### src/rtl/test_monitor_sat_counter.sv
// sat_counter: up-counter that sticks at all-ones.
// Ports:
//   clk  - clock, rising edge
//   rst  - asynchronous active-low reset, clears the count
//   en   - increment this cycle (ignored once saturated)
//   clr  - synchronous clear, has priority over en
//   cnt  - current count (registered)
module sat_counter #(
    parameter int unsigned W = 8
) (
    input  logic         clk,
    input  logic         rst,
    input  logic         en,
    input  logic         clr,
    output logic [W-1:0] cnt
);

    logic [W-1:0] cnt_d, cnt_q;

    always_comb begin
        cnt_d = cnt_q;
        if (clr) begin
            cnt_d = '0;
        end else if (en && (cnt_q != '1)) begin
            cnt_d = cnt_q + W'(1);
        end
    end

    always_ff @(posedge clk or negedge rst) begin
        if (!rst) begin
            cnt_q <= '0;
        end else begin
            cnt_q <= cnt_d;
        end
    end

    assign cnt = cnt_q;

endmodule

### config.mk
export PLATFORM = sky130hd
export DESIGN_NAME = sat_counter
export DESIGN_NICKNAME = d
export VERILOG_FILES = /design/src/rtl/test_monitor_sat_counter.sv
export SDC_FILE = /design/constraint.sdc
export NUM_CORES = 1
export LEC_CHECK = 0
export CORE_AREA = 3 3 40 42
export DETAILED_ROUTE_END_ITERATION = 6
export DIE_AREA = 0 0 43 45
export GPL_TIMING_DRIVEN = 0
export MAX_ROUTING_LAYER = met4
export PLACE_DENSITY = 0.64
export SETUP_SLACK_MARGIN = 0.05
export SLEW_MARGIN = 0
export SYNTH_ARGS = -nofsm -noshare
export SYNTH_HDL_FRONTEND = slang
export SYNTH_SLANG_ARGS = --single-unit
### constraint.sdc
create_clock -name clk -period 1.78 [get_ports clk]
set_clock_uncertainty 0.05 [all_clocks]
set_input_delay 0.356 -clock clk [delete_from_list [all_inputs] [get_ports clk]]
set_output_delay 0.356 -clock clk [all_outputs]
set_load 0.05 [all_outputs]
==> results.md <==
* Final Cycle Share at 93.5%
* Post-placement cell count at 74
* Final setup fails at 0
* Time the worst path needs with I/O delays and setup at 1.66 ns
* Slowest-stage cell, CP: clkdlybuf4s15_1
* Share of cells above drive strength 1 at 20.3%
* Area delta synth->final at 32.9%
* Gr ovfl total at 0
* Worst r2r path cells at 4
* Starting Density at 36.1%
* Status: finished clean
* CP Class: reg2out
* CP required at 1.37 ns
* Via density at 5.39
* Worst-skew pair later-pin latency at 0.26 ns
* Family with the most delay on the worst path: buffers and inverters
* Non-filler cells in the finished layout at 79
* Unrepaired setup endpoints after global routing: false
* N_diodes at 0
* Core Area at 1280 um2
* Critical Path Source Type: flop
* Crit path largest cell delay at 0.53 ns
* Max reg flops at 8
* Mapped Nets at 54
* Worst endpoint data arrival time at 1.26 ns
* Critical path depth at 1
* CTS Buf Count at 3
* Worst vdd ir at 0.368 mV
* Top cells by area, synth: dfrtp_1, mux2_2, nor3_1
* Count of cell types in the netlist at 28
* Synth top area share at 43.1%
* Setup TNS at 0 ns
* Pwr Density at 656 nW/um2
* Worst Setup End Kind: primary output
* Number of global-route vias before repair at 397
* Number of max-cap violations at 0
* Wirelength per Cell at 12.7 um
* Crit-path cells: clkdlybuf4s15_1
* Pre-antenna DRT Iters at 4
* Input/output buffers at 10
* Post-synthesis sequential area ratio at 43.1%
* Syn avg cell area at 9.47 um2
* Initial DRC Count at 4
* Final ANT Viol Nets at 0
* Max FO, Critical Path at 7
* Largest net degree at the start of global routing at 11
* Yosys top cell by area: dfrtp_1
* Tot GR Track Use at 13.0%
* Cell Area, Synth at 464 um2
* Io pins at 12
* TritonCTS clock tree: done
* Worst r2r dst: cnt[0]$_DFFE_PN0P_
* Tot Pwr at 405 uW
* Ys Warns at 0
* Achievable Freq at 0.601 GHz
* Worst Hold Class: in2async
* #FFs+latches synth at 8
* DRC Markers at 0
* CTS Buffer Depth at 2
* Die Height at 45 um
* DR vias at 426
* Die width at 43 um
* H-tree Lvls at 1
* First-pass GRT wire length at 1730 um
* Reg-to-reg setup timing slack at 0.15 ns
* Hold Vio Cnt, Final at 0
* Fillers at 132
* Die area at 1940 um2
* Slew Limit Fails at 0
* Post-Syn Instances at 49
* Total Nets Final at 70
* Clock Pin Slew Worst Setup and Hold Paths at 0.06 ns
* Slew margin rel. at 67.6%
* Detailed placement HPWL at 716 um
* LEAKAGE at 0.000274 uW
* Initial antenna violation count at 0
* CTS sink cnt at 8
* RePlAce Congestion at 0.722
* Routed WL at 1000 um
* Worst path bufs/invs at 1
* Worst r2r src: cnt[0]$_DFFE_PN0P_
* Clk root buf: clkbuf_4
* Critical Path Source: cnt[2]$_DFFE_PN0P_
* Worst Tran Pin Value at 0.487 ns
* Row count at 13
[stage by stage]
| step | worst slack [ns] | hold slack, ns | utilization [%] | area (um2) |
|---|---|---|---|---|
| after floorplan | 0.0805 | 0.0104 | - | 473 |
| after CTS | 0.0947 | 0.334 | 47.3 | 608 |
| after global routing | 0.0524 | 0.345 | 48.0 | 617 |
| after global placement | 0.0822 | 0.521 | 46.1 | 592 |
| final | 0.116 | 0.324 | 48.0 | 617 |
| after detailed placement | 0.0669 | 0.526 | 46.1 | 592 |
[layout make-up]
class	instances	area [um2]	share of cell area [%]
multi-input cells	37	254	41.2
flip-flops and latches	8	203	32.9
repair buffers	11	98.8	16.0
clock buffers	4	26.3	4.26
well taps	15	18.8	3.04
plain buffers	2	8.76	1.42
inverters	2	7.51	1.22
[routing by layer]
layer	track usage [%]	share of wire, %
met4	5.42	1.0
met5	-	0
met1	15.2	49
met2	18.6	43
met3	7.17	7.3
[how the worst max path moves through the flow]
stage / endpoint
detailed placement: cnt[0]$_DFFE_PN0P_
floorplan: cnt[0]$_DFFE_PN0P_
CTS: cnt[2]
global route: cnt[2]
finish: cnt[2]
global placement: cnt[3]$_DFFE_PN0P_
[cells in the final DEF (no fill, tap or decap), types with 2 or more instances in the layout]
cell type and n:
dlygate4sd2_1 7, dfrtp_1 6, nor3_1 4, a21oi_1 3
nand2b_1 3, nor2b_1 3, clkbuf_4 3, clkbuf_1 2
nand3_1 2, nor2_1 2, mux2_2 2, inv_1 2
nand2_1 2, dfrtp_2 2, clkdlybuf4s50_1 2
[Yosys cell counts, drive strengths merged]
cell type  number
clkbuf          1
nor4            1
inv             2
mux2i           1
nand3           3
nand2           2
a211oi          1
and4            2
nor2            2
a31oi           1
a21oi           3
mux2            2
a2111oi         1
or3             1
and3            1
buf             1
o21ai           1
a41oi           1
ha              1
nand4           1
nor3b           1
nor3            4
dfrtp           8
a21boi          1
nand2b          3
nor2b           3
[cell families after synthesis]
logic type | share of synthesized area, %
simple gates | 31.0
compound gates | 12.7
flops | 43.1
buf+inv | 3.50
mux | 7.01
fa+ha+maj | 2.69
[power breakdown]
part | leakage [uW] | internal (uW) | switching (uW) | total [uW]
clock network | 0.0000150 | 86.4 | 70.9 | 157
registers | 0.000107 | 187 | 6.50 | 194
logic | 0.000151 | 20.0 | 33.7 | 53.7
total | 0.000274 | 293 | 111 | 405
[timing repair]
action                                  in CTS  in global routing
gates cloned                                 0                  0
resized for setup                            8                  1
setup buffers                                0                  1
hold buffers                                 0                  0
endpoints found under the setup margin       8                  2
endpoints found under the hold margin        0                  0
pin swaps                                    0                  1
(Power assumes the default switching activity.)
